### src/rtl/loop_down_counter_if.sv
// loop_down_counter_if
//   Control/data bundle between a loop-control FSM (master) and the
//   loadable down-counter (slave).
//   Signals:
//     start     master->slave  load load_val and begin counting
//     stop      master->slave  abort counting
//     en        master->slave  decrement enable for the current cycle
//     load_val  master->slave  initial count, unsigned, DATAWIDTH bits
//     count     slave->master  current registered count (DEC input)
//     busy      slave->master  high while counting
//     done      slave->master  one-cycle pulse on terminal count
interface loop_down_counter_if #(
  parameter int unsigned DATAWIDTH = 32
);
  logic                 start;
  logic                 stop;
  logic                 en;
  logic [DATAWIDTH-1:0] load_val;
  logic [DATAWIDTH-1:0] count;
  logic                 busy;
  logic                 done;

  modport master (
    output start, stop, en, load_val,
    input  count, busy, done
  );

  modport slave (
    input  start, stop, en, load_val,
    output count, busy, done
  );
endinterface

### src/rtl/loop_down_counter.sv
// loop_down_counter
//   Loadable down-counter for datapath loop control. The registered count
//   feeds the decrementer (DEC) and the DEC result is fed back as the next
//   count. An IDLE/RUN/DONE FSM wraps the loop; all outputs are registered.
//   Ports:
//     clk   in  system clock, rising edge
//     rst   in  asynchronous, active-low reset
//     bus   loop_down_counter_if.slave (start, stop, en, load_val in;
//           count, busy, done out)
//   Configuration:
//     LOOP_CTR_RELOAD_EN  when defined, load_val is captured on start and the
//                         counter auto-reloads on terminal count, pulsing done
//                         every period and staying in RUN until stop.
module loop_down_counter #(
  parameter int unsigned DATAWIDTH = 32
) (
  input  logic                   clk,
  input  logic                   rst,
  loop_down_counter_if.slave     bus
);

  typedef enum logic [1:0] {
    S_IDLE,
    S_RUN,
    S_DONE
  } state_t;

  state_t               state_q, state_d;
  logic [DATAWIDTH-1:0] count_q, count_d;
  logic                 busy_q,  busy_d;
  logic                 done_q,  done_d;
  logic [DATAWIDTH-1:0] dec_out;
  logic                 count_is_one;
  logic                 count_gt_one;

`ifdef LOOP_CTR_RELOAD_EN
  logic [DATAWIDTH-1:0] reload_q, reload_d;
`endif

  // DEC stage: only consumed when count > 1, so it never underflows.
  assign dec_out      = count_q - DATAWIDTH'(1);
  assign count_is_one = (count_q == DATAWIDTH'(1));
  assign count_gt_one = (count_q >  DATAWIDTH'(1));

  always_comb begin
    state_d  = state_q;
    count_d  = count_q;
    done_d   = 1'b0;
`ifdef LOOP_CTR_RELOAD_EN
    reload_d = reload_q;
`endif
    unique case (state_q)
      S_IDLE, S_DONE: begin
        if (bus.start) begin
`ifdef LOOP_CTR_RELOAD_EN
          reload_d = bus.load_val;
`endif
          if (bus.load_val != '0) begin
            count_d = bus.load_val;
            state_d = S_RUN;
          end else begin
            count_d = '0;
            state_d = S_DONE;
          end
        end else if (state_q == S_DONE) begin
          state_d = S_IDLE;
        end
      end
      S_RUN: begin
        if (bus.stop) begin
          state_d = S_IDLE;
        end else if (bus.en) begin
          if (count_gt_one) begin
            count_d = dec_out;
          end else if (count_is_one) begin
`ifdef LOOP_CTR_RELOAD_EN
            // Terminal count reloads and stays in RUN; done is pulsed here
            // rather than via the DONE state.
            count_d = reload_q;
            done_d  = 1'b1;
`else
            count_d = '0;
            state_d = S_DONE;
`endif
          end
        end
      end
      default: state_d = S_IDLE;
    endcase
    if (state_d == S_DONE) begin
      done_d = 1'b1;
    end
    busy_d = (state_d == S_RUN);
  end

  always_ff @(posedge clk or negedge rst) begin
    if (!rst) begin
      state_q  <= S_IDLE;
      count_q  <= '0;
      busy_q   <= 1'b0;
      done_q   <= 1'b0;
`ifdef LOOP_CTR_RELOAD_EN
      reload_q <= '0;
`endif
    end else begin
      state_q  <= state_d;
      count_q  <= count_d;
      busy_q   <= busy_d;
      done_q   <= done_d;
`ifdef LOOP_CTR_RELOAD_EN
      reload_q <= reload_d;
`endif
    end
  end

  assign bus.count = count_q;
  assign bus.busy  = busy_q;
  assign bus.done  = done_q;

endmodule

### src/flat_wrapper.sv
// flat-port wrapper written by rule: the top's interface ports become plain ports
module loop_down_counter_flat 
#(
  parameter int unsigned DATAWIDTH = 32
)
  (clk, rst, bus_start, bus_stop, bus_en, bus_load_val, bus_count, bus_busy, bus_done);
  loop_down_counter_if #(.DATAWIDTH(DATAWIDTH)) bus_i ();
  input  logic clk;
  input  logic rst;
  input wire logic [$bits(bus_i.start)-1:0] bus_start;
  input wire logic [$bits(bus_i.stop)-1:0] bus_stop;
  input wire logic [$bits(bus_i.en)-1:0] bus_en;
  input wire logic [$bits(bus_i.load_val)-1:0] bus_load_val;
  output wire logic [$bits(bus_i.count)-1:0] bus_count;
  output wire logic [$bits(bus_i.busy)-1:0] bus_busy;
  output wire logic [$bits(bus_i.done)-1:0] bus_done;
  assign bus_i.start = bus_start;
  assign bus_i.stop = bus_stop;
  assign bus_i.en = bus_en;
  assign bus_i.load_val = bus_load_val;
  assign bus_count = bus_i.count;
  assign bus_busy = bus_i.busy;
  assign bus_done = bus_i.done;
  loop_down_counter #(.DATAWIDTH(DATAWIDTH)) u_core (.clk(clk), .rst(rst), .bus(bus_i));
endmodule
### config.mk
export PLATFORM = sky130hd
export DESIGN_NAME = loop_down_counter_flat
export DESIGN_NICKNAME = d
export VERILOG_FILES = /design/src/rtl/loop_down_counter_if.sv /design/src/rtl/loop_down_counter.sv /design/src/flat_wrapper.sv
export SDC_FILE = /design/constraint.sdc
export NUM_CORES = 1
export LEC_CHECK = 0
export ABC_AREA = 0
export CORE_ASPECT_RATIO = 2
export CORE_MARGIN = 2
export CORE_UTILIZATION = 44
export CTS_CLUSTER_SIZE = 12
export DETAILED_ROUTE_END_ITERATION = 8
export HOLD_SLACK_MARGIN = 0.12
export PLACE_DENSITY = 0.73
export SYNTH_ARGS = -nofsm -noshare
export SYNTH_HDL_FRONTEND = slang
export SYNTH_SLANG_ARGS = --single-unit
### constraint.sdc
create_clock -name clk -period 2.7 [get_ports clk]
set_input_delay 0.27 -clock clk [delete_from_list [all_inputs] [get_ports clk]]
set_output_delay 0.27 -clock clk [all_outputs]
set_load 0.01 [all_outputs]
======== Word-level counts from Yosys, hierarchy flattened ========
Index checks and enable logic that the tools add are counted.
storage, ports and cells
  bits in registers ....................... 36
  input bits .............................. 37
  output and inout bits ................... 34
  word-level logic and storage cells ...... 36
operators by class
  add/subtract/negate cells ............... 1
  magnitude comparators ................... 1
  eq/ne operators ......................... 9
  multiplexer cells ....................... 16
  reduce and logical (&&, ||, !) cells .... 5
operator list
  cell                   number
  $mux 32                6
  $pmux 32 s2            1
  $eq 32x1->1 const B    1
  $gt 32x1->1 const B    1
  $reduce_bool 32->1     1
  $sub 32x1->32 const B  1
  $mux 2                 7
  $ne 2x2->1 const B     3
  $reduce_and 5->1       1
  $eq 2x1->1 const B     2
  $eq 2x2->1 const B     2
  $pmux 2 s2             1
  $ne 3x1->1 const B     1
  $logic_not 2->1        1
  $reduce_bool 2->1      1
  $reduce_or 2->1        1
  $mux 1                 1

======== Depth between registers and ports, before layout ========
Gate-level depths: netlist (run 1).
  depth after elaboration ................. 8
  mapped depth ............................ 9
  depth with buffers taken out ............ 7

======== Worst setup path after synthesis (run 1) ========
No wires, ideal clock.
  path type ............................... reg2reg
  from .................................... reg u_core.count_q[0] (netlist: u_core.bus.count[0])
  to ...................................... reg u_core.count_q[16] (netlist: u_core.bus.count[16])
  setup time .............................. 82 ps
  arrival ................................. 2114 ps
  data required time ...................... 2618 ps
  setup slack ............................. 503 ps
  cell stages (with the launch flop) ...... 9
  buffers on the path ..................... 1
  clock period less this slack ............ 2197 ps
  cell sequence ........................... dfrtp_1 inv_1 ha_1 nor3b_1 and4_1 clkbuf_1 nand3_1 o31a_1 o22ai_1
on the way
  cells in the longest elaborated chain, start to end .. 5
  elaborated cells on any way between the ends .. 9
  classes of those cells .................. 1 x add/sub; 1 x order compare; 2 x eq/ne; 4 x mux; 1 x reduce/logical
RTL lines
  item                                                 line                                              RTL
  start: declaration                                   loop_down_counter.sv:29                           logic [DATAWIDTH-1:0] count_q, count_d;
  start signal: assignment                             loop_down_counter.sv:107                          count_q <= count_d;
  $sub 32x1->32 / $gt 32x1->1 (equally long branches)  loop_down_counter.sv:41, loop_down_counter.sv:43
  $mux 32                                              loop_down_counter.sv:73                           if (count_gt_one) begin
  $mux 32                                              loop_down_counter.sv:72                           end else if (bus.en) begin
  $mux 32                                              loop_down_counter.sv:70                           if (bus.stop) begin
  $pmux 32 s2                                          loop_down_counter.sv:52                           unique case (state_q)
Parallel ways exist; a longest one is shown, timed or not. The select of a mux whose other input is x is not followed.
A chain may end at the register's enable or synchronous reset.

======== Final worst setup path (run 1) ========
  from .................................... reg u_core.count_q[29] (netlist: u_core.bus.count[29])
  to ...................................... reg u_core.count_q[24] (netlist: u_core.bus.count[24])
on the way
  cells in the longest elaborated chain, start to end .. 5
  elaborated cells on any way between the ends .. 8
  classes of those cells .................. 1 x order compare; 2 x eq/ne; 4 x mux; 1 x reduce/logical
RTL lines
  item         line                     RTL
  $gt 32x1->1  loop_down_counter.sv:43  assign count_gt_one = (count_q > DATAWIDTH'(1));
  $mux 32      loop_down_counter.sv:73
  $mux 32      loop_down_counter.sv:72
  $mux 32      loop_down_counter.sv:70
  $pmux 32 s2  loop_down_counter.sv:52
Parallel ways exist; a longest one is shown, timed or not. The select of a mux whose other input is x is not followed.

==> metrics.md, run 1 <==
| Metric | Value |
|---|---|
| WL final | `8.93 mm` |
| Post-Synth Simple-Gate Area | `0.241` |
| Pre-CTS WS | `183 ps` |
| Cell Area, Synth | `2720 um2` |
| Overall Global Routing Usage | `0.274` |
| Placed wire-length estimate | `6.58 mm` |
| Vias per cell | `6.60` |
| Reg2Reg Setup Slack | `170 ps` |
| Synth Net Count | `337` |
| Status | `finished, final reports clean` |
| Die extent in y | `115 um` |
| Remaining antenna violation count | `0` |
| Post-synth cell types | `46` |
| Layout cells sized above 1 | `0.165` |
| Clock Pin Slew Worst Setup and Hold Paths | `60 ps` |
| Yosys top cell area share | `0.331` |
| Ys Warns | `0` |
| Critical path required time | `2870 ps` |
| Max-Cap Viols | `0` |
| Synth top area cells | `dfrtp_1 (33%), a211oi_2 (11%), o22ai_1 (6.0%), a32oi_1 (5.1%), inv_1 (4.3%)` |
| Tcrit/Tclk final | `0.936` |
| Routability congestion estimate | `approximately 0.91` |
| Ys async rst share | `1.00` |
| DR iter-0 viols | `138` |
| First-pass GRT wire length | `14.1 mm` |
| Largest net degree at the start of global routing | `37` |
| Worst hold path type | `in -> async` |
| Number of global-route vias before repair | `2848` |
| Maximum fanout along the worst path | `29` |
| Reg2reg end | `u_core.bus.count[24]$_DFFE_PN0P_` |
| Final instance area | `3660 um2` |
| Mean post-synth cell area | `9.14 um2` |
| Crit path launch type | `flop` |
| Routed len/inst | `a little over 20 um` |
| TritonCTS Buffers | `5` |
| Initial antenna violation count | `0` |
| Sequential area share after synthesis | `0.331` |
| Clock sinks | `36` |
| Final Hold Viols | `0` |
| Flops & latches, synth | `36` |
| Max rail drop VDD | `about 0.00046 V` |
| Drt pass-1 iters | `6` |
| Reg2reg start | `u_core.bus.count[29]$_DFFE_PN0P_` |
| CTS Buffer Depth | `2` |
| Yosys top cell by area | `dfrtp_1` |
| RSZ-0062 raised after global routing | `no` |
| Fin crit period | `2530 ps` |
| I/O Pins | `71` |
| Final layout net count | `408` |
| Most frequent cell after synthesis | `dfrtp_1` |
| Synth Flop Type | `dfrtp_1` |
| XOR/XNOR share of the synthesized area | `0` |
| Synth-to-Final Area Change | `34.2%` |
| Worst-case reg-to-reg path depth | `6` |
| N_diodes | `0` |
| Final Power | `0.00298 W` |
| Max Clock Freq | `396 MHz` |
| Fin. max-slew vios | `0` |
| Cells resized by post-CTS repair | `0` |
| Root buffer cell | `clkbuf_16` |
| Post-synth EDFFs | `0` |
| LEAKAGE | `1.34 nW` |
| CP startpoint | `u_core.bus.count[29]$_DFFE_PN0P_` |
| CTS tree | `done` |
| CP endpoint kind | `flop` |
| Final setup viols | `0` |
| Chip Width | `59.6 um` |
| WS Path Type | `reg -> reg` |
| DRC errors left | `0` |
| Slew HR | `0.551` |
| Row count | `40` |
| Htree depth | `2` |
| Largest family of logic cells by synthesized area | `compound AO/OA/AOI/OAI gates` |
| Postcts setup bufs | `0` |
| Complex-gate fraction of the synthesized area | `0.320` |
| Transition time at the pin with the least slew margin | `668 ps` |
| Aggregate negative setup slack | `0 ps` |
| Port buffer count | `70` |
| Total global routing overflow | `0` |
| Post-route worst setup slack | `173 ps` |
| CP arrival | `2700 ps` |
| Synth Area in Adders | `0.00919` |
| Commonest cells in the synthesized netlist | `dfrtp_1 (36), inv_1 (31), o22ai_1 (26)` |
| Post-CTS Hold Buffers | `0` |
| Pwr dens | `814 nW/um2` |
| Placed Area | `3510 um2` |
| Effective utilization at floorplan | `0.454` |
| Die ar. | `between 6000 and 7000 um2` |
| Clock skew | `4.87 ps` |
| Via count | `2858` |
| Core area | `6010 um2` |
| Later-pin clock latency in the skew report | `a little under 300 ps` |
| Mux contribution to synthesized area | `0.00735` |
| Post-synthesis instance total | `298` |
-- worst max path at each step --
stage,to,slack (ps)
after floorplan,u_core.bus.count[16]$_DFFE_PN0P_,500
after global placement,u_core.bus.count[28]$_DFFE_PN0P_,260
after detailed placement,u_core.bus.count[28]$_DFFE_PN0P_,180
after CTS,u_core.bus.count[28]$_DFFE_PN0P_,190
after global routing,u_core.bus.count[16]$_DFFE_PN0P_,30
final,u_core.bus.count[24]$_DFFE_PN0P_,170
-- per-layer routing --
metal  global-route usage  wire (um)  up-vias
li1                     -          -     1306
met1                0.304       3080     1362
met2                0.462       4840      146
met3               0.0517        548       44
met4                0.173        467        0
met5                    0          0        -
-- final cells by class --
type | instances | area, um2
well taps | 63 | 78.8
multi-input cells | 208 | 1590
inverters | 31 | 116
fillers | 528 | 2350
clock buffers | 8 | 146
flip-flops and latches | 36 | 901
repair buffers | 87 | 828
-- registers in the layout, indices dropped and copies added (netlist names) --
register          count
u_core.bus.count     32
u_core.state_q        2
u_core.bus.busy       1
u_core.bus.done       1
-- power by group --
| group | internal (W) | switching [W] | leakage [nW] |
|---|---|---|---|
| combinational | 0.000675 | 0.000708 | 0.827 |
| clock | 0.000368 | 0.000230 | 0.0712 |
| sequential | 0.000715 | 0.000280 | 0.445 |
| total | 0.00176 | 0.00122 | 1.34 |
-- worst max-delay path: stages (launching register included) --
cell	delay, ps
dfrtp_1	430
nor4_1	460
nand4_2	280
o41a_2	550
buf_4	260
a211o_1	300
o2bb2ai_1	120
-- stage by stage --
step / util / std cells / hold slack [ps]
2_1_floorplan: - / 298 / -25.6
3_3_place_gp: 0.584 / 425 / 542
3_5_place_dp: 0.584 / 425 / 553
4_1_cts: 0.609 / 433 / 456
5_1_grt: 0.609 / 433 / 492
6_report: 0.609 / 433 / 425
-- logic make-up after synthesis --
family / Yosys count
flip-flops: 36
AND/OR/NAND/NOR: 105
multiplexers: 2
buffers and inverters: 54
adder cells (fa/ha/maj): 2
AO/OA/AOI/OAI: 99
-- layout by cell type (no fill, tap or decap), types with 3 or more instances in the layout --
cell,Yosys,routed
a211oi_1,6,6
a211oi_2,23,23
a22oi_1,8,8
a32o_1,3,3
a32oi_1,16,16
and3_1,3,3
buf_4,0,17
clkbuf_16,0,5
clkdlybuf4s50_1,0,70
dfrtp_1,36,36
inv_1,31,31
nand2_1,18,18
nand3_1,10,10
nand4_1,10,10
nor2_1,16,16
nor3_1,8,8
nor4_1,10,10
nor4_4,3,3
o22ai_1,26,26
o31a_1,4,4
o31ai_1,3,3
or3_1,6,6
Note: power is estimated with default switching activity, not from simulation.
==> run 2, diff against run 1 <==
--- a/config.mk
+++ b/config.mk
@@ -9,6 +9,7 @@
 export CORE_ASPECT_RATIO = 2
 export CORE_MARGIN = 2
 export CORE_UTILIZATION = 44
+export CTS_BUF_LIST = sky130_fd_sc_hd__clkbuf_8
 export CTS_CLUSTER_SIZE = 12
 export DETAILED_ROUTE_END_ITERATION = 8
 export HOLD_SLACK_MARGIN = 0.12
==> constraint.sdc (replaced) <==
create_clock -name clk -period 2.7 [get_ports clk]
set_input_delay 0.27 -clock clk [delete_from_list [all_inputs] [get_ports clk]]
set_output_delay 0.27 -clock clk [all_outputs]
set_load 0.02 [all_outputs]
==> run 2 against run 1 <==
Effect of this change: die area is the same; maximum frequency grew 0.36%; combinational power grew 10%; via count shrank 1.6%; worst hold slack lost 41 ps; worst setup slack gained 9.0 ps; wire length grew 0.73%; sequential share of layout area grew 0.39 points; total power shrank 1.4%; final area shrank 1.5%; register-to-register slack is essentially flat; clock-buffer cell count shrank 2; highest routed layer unchanged.
==> metrics.md, run 2 (synthesis gave the netlist of run 1 again) <==
| Metric | Value |
|---|---|
| Port buffer count | `70 (unchanged)` |
| Max-Cap Viols | `0 (unchanged)` |
| Layout cells sized above 1 | `0.165 (unchanged)` |
| Final Hold Viols | `0 (unchanged)` |
| Worst Setup EP | `u_core.bus.count[28]$_DFFE_PN0P_` |
| Aggregate negative setup slack | `0 ps (unchanged)` |
| Final Power | `0.00293 W (-1.4%)` |
| CP endpoint kind | `flop` |
| CP delay by family, top | `simple AND/OR/NAND/NOR gates` |
| Die ar. | `6870 um2 (unchanged)` |
| Routed len/inst | `20.8 um (+0.73%)` |
| Pre-CTS WS | `183 ps (unchanged)` |
| WL final | `9.00 mm (+0.73%)` |
| CTS Buffer Depth | `2 (unchanged)` |
| Final setup viols | `0 (unchanged)` |
| Number of global-route vias before repair | `2825 (-0.81%)` |
| Reg2reg end | `u_core.bus.count[28]$_DFFE_PN0P_` |
| Slew HR | `0.599 (+0.0482)` |
| Critical path required time | `2890 ps (+20 ps)` |
| Postcts setup bufs | `0 (unchanged)` |
| Drt pass-1 iters | `5 (-1)` |
| Tcrit/Tclk final | `0.933 (-0.00333)` |
| Final instance area | `3600 um2 (-1.5%)` |
| CP startpoint | `u_core.bus.count[0]$_DFFE_PN0P_` |
| Max rail drop VDD | `0.000476 V (+2.3%)` |
| N_diodes | `0 (unchanged)` |
| Root buffer cell | `clkbuf_8` |
| TritonCTS Buffers | `5 (unchanged)` |
| Worst path buffer plus inverter count | `1 (unchanged)` |
| Most frequent cells in the layout | `clkdlybuf4s50_1 (70), dfrtp_1 (36), inv_1 (33), o22ai_1 (26), a211oi_2 (23)` |
| Pwr dens | `815 nW/um2 (+0.18%)` |
| Fin crit period | `2520 ps (-8.99 ps)` |
| Die extent in y | `115 um (unchanged)` |
| Synth-to-Final Area Change | `32.2%` |
| Maximum fanout along the worst path | `5 (-83%)` |
| First-pass GRT wire length | `14.1 mm (about the same)` |
| Later-pin clock latency in the skew report | `320 ps (+30 ps)` |
| Total global routing overflow | `0 (unchanged)` |
| Final layout net count | `408 (unchanged)` |
| Cells resized by post-CTS repair | `0 (unchanged)` |
| Fin. max-slew vios | `0 (unchanged)` |
| Vias per cell | `6.49 (-1.6%)` |
| Clock skew | `6.51 ps (+1.64 ps)` |
| WS Path Type | `reg -> reg` |
| Stages on the worst setup path | `7 (+1)` |
| LEAKAGE | `1.32 nW (-1.3%)` |
| Htree depth | `2 (unchanged)` |
| Overall Global Routing Usage | `0.274 (about the same)` |
| Remaining antenna violation count | `0 (unchanged)` |
| RSZ-0062 raised after global routing | `no` |
| Clock Pin Slew Worst Setup and Hold Paths | `80 ps (+20 ps)` |
| Critical Path Max Stage Delay | `440 ps (-110 ps)` |
| Most common cell after layout, fill and taps aside | `clkdlybuf4s50_1` |
| Final Util | `0.599 (-0.00938)` |
| Worst hold path type | `in -> async` |
| Reg2Reg Setup Slack | `180 ps (about the same)` |
| Row count | `40 (unchanged)` |
| Post-CTS Hold Buffers | `0 (unchanged)` |
| Reg2reg start | `u_core.bus.count[0]$_DFFE_PN0P_` |
| Placed Area | `3510 um2 (unchanged)` |
| Initial antenna violation count | `0 (unchanged)` |
| CTS tree | `done` |
| Largest net degree at the start of global routing | `37 (unchanged)` |
| DRC errors left | `0 (unchanged)` |
| DR iter-0 viols | `143 (+3.6%)` |
| Clock sinks | `36 (unchanged)` |
| Crit path launch type | `flop` |
| Crit-path slowest cell | `dfrtp_1` |
| Worst-case reg-to-reg path depth | `7 (+1)` |
| Transition time at the pin with the least slew margin | `596 ps (-71.7 ps)` |
| Core area | `6010 um2 (unchanged)` |
| Status | `finished, final reports clean` |
| Routability congestion estimate | `0.911 (unchanged)` |
| Via count | `2811 (-1.6%)` |
| I/O Pins | `71 (unchanged)` |
| Chip Width | `59.6 um (unchanged)` |
| CP cell instances | `inv_1 > ha_1 > nor3b_1 > nand4_1 > or3_1 > a211oi_1 > o22ai_1` |
| Effective utilization at floorplan | `0.454 (unchanged)` |
| Post-route worst setup slack | `182 ps (+8.99 ps)` |
| Max Clock Freq | `397 MHz (+0.36%)` |
| Max reg flops | `32 (unchanged)` |
| CP arrival | `2710 ps (about the same)` |
| Placed wire-length estimate | `6.58 mm (unchanged)` |
-- run 2: changes by cell type in the layout (fill, tap and decap cells not counted) --
cell	delta
clkbuf_1	-2
clkbuf_16	-5
clkbuf_8	+5
inv_1	+2
-- run 2: where the power goes --
group / switching, W / internal [W]
registers: 0.000276 / 0.000713
clock network: 0.000223 / 0.000201
logic: 0.000845 / 0.000676
total: 0.00134 / 0.00159
-- run 2: layer usage --
metal	global-route usage	vias to the layer above	routed length [um]
met1	0.302	1340	3150
met3	0.0506	32	533
met5	0	-	0
li1	-	1303	-
met2	0.467	136	4880
met4	0.167	0	437
-- run 2: final cells by class --
| type | instances | area (um2) |
|---|---|---|
| fillers | 541 | 2410 |
| multi-input cells | 208 | 1590 |
| flip-flops and latches | 36 | 901 |
| repair buffers | 87 | 828 |
| inverters | 31 | 116 |
| clock buffers | 6 | 82.6 |
| well taps | 63 | 78.8 |
| clock inverters | 2 | 7.51 |
-- run 2: metrics by stage --
step                hold slack, ps  instances
global placement               542        425
finish                         384        433
global route                   452        433
detailed placement             553        425
CTS                            426        433
floorplan                    -25.6        298
-- run 2: worst min-delay path by stage --
stage | end | depth (start not counted) | slack, ps | start
final | u_core.bus.count[10]$_DFFE_PN0P_ | 2 | 380 | rst
after global routing | u_core.bus.count[10]$_DFFE_PN0P_ | 2 | 450 | rst
after CTS | u_core.bus.count[16]$_DFFE_PN0P_ | 2 | 430 | rst
after detailed placement | u_core.bus.count[17]$_DFFE_PN0P_ | 2 | 550 | u_core.bus.count[17]$_DFFE_PN0P_
after global placement | u_core.bus.count[21]$_DFFE_PN0P_ | 2 | 540 | u_core.bus.count[21]$_DFFE_PN0P_
after floorplan | u_core.bus.busy$_DFF_PN0_ | 0 | -30 | rst
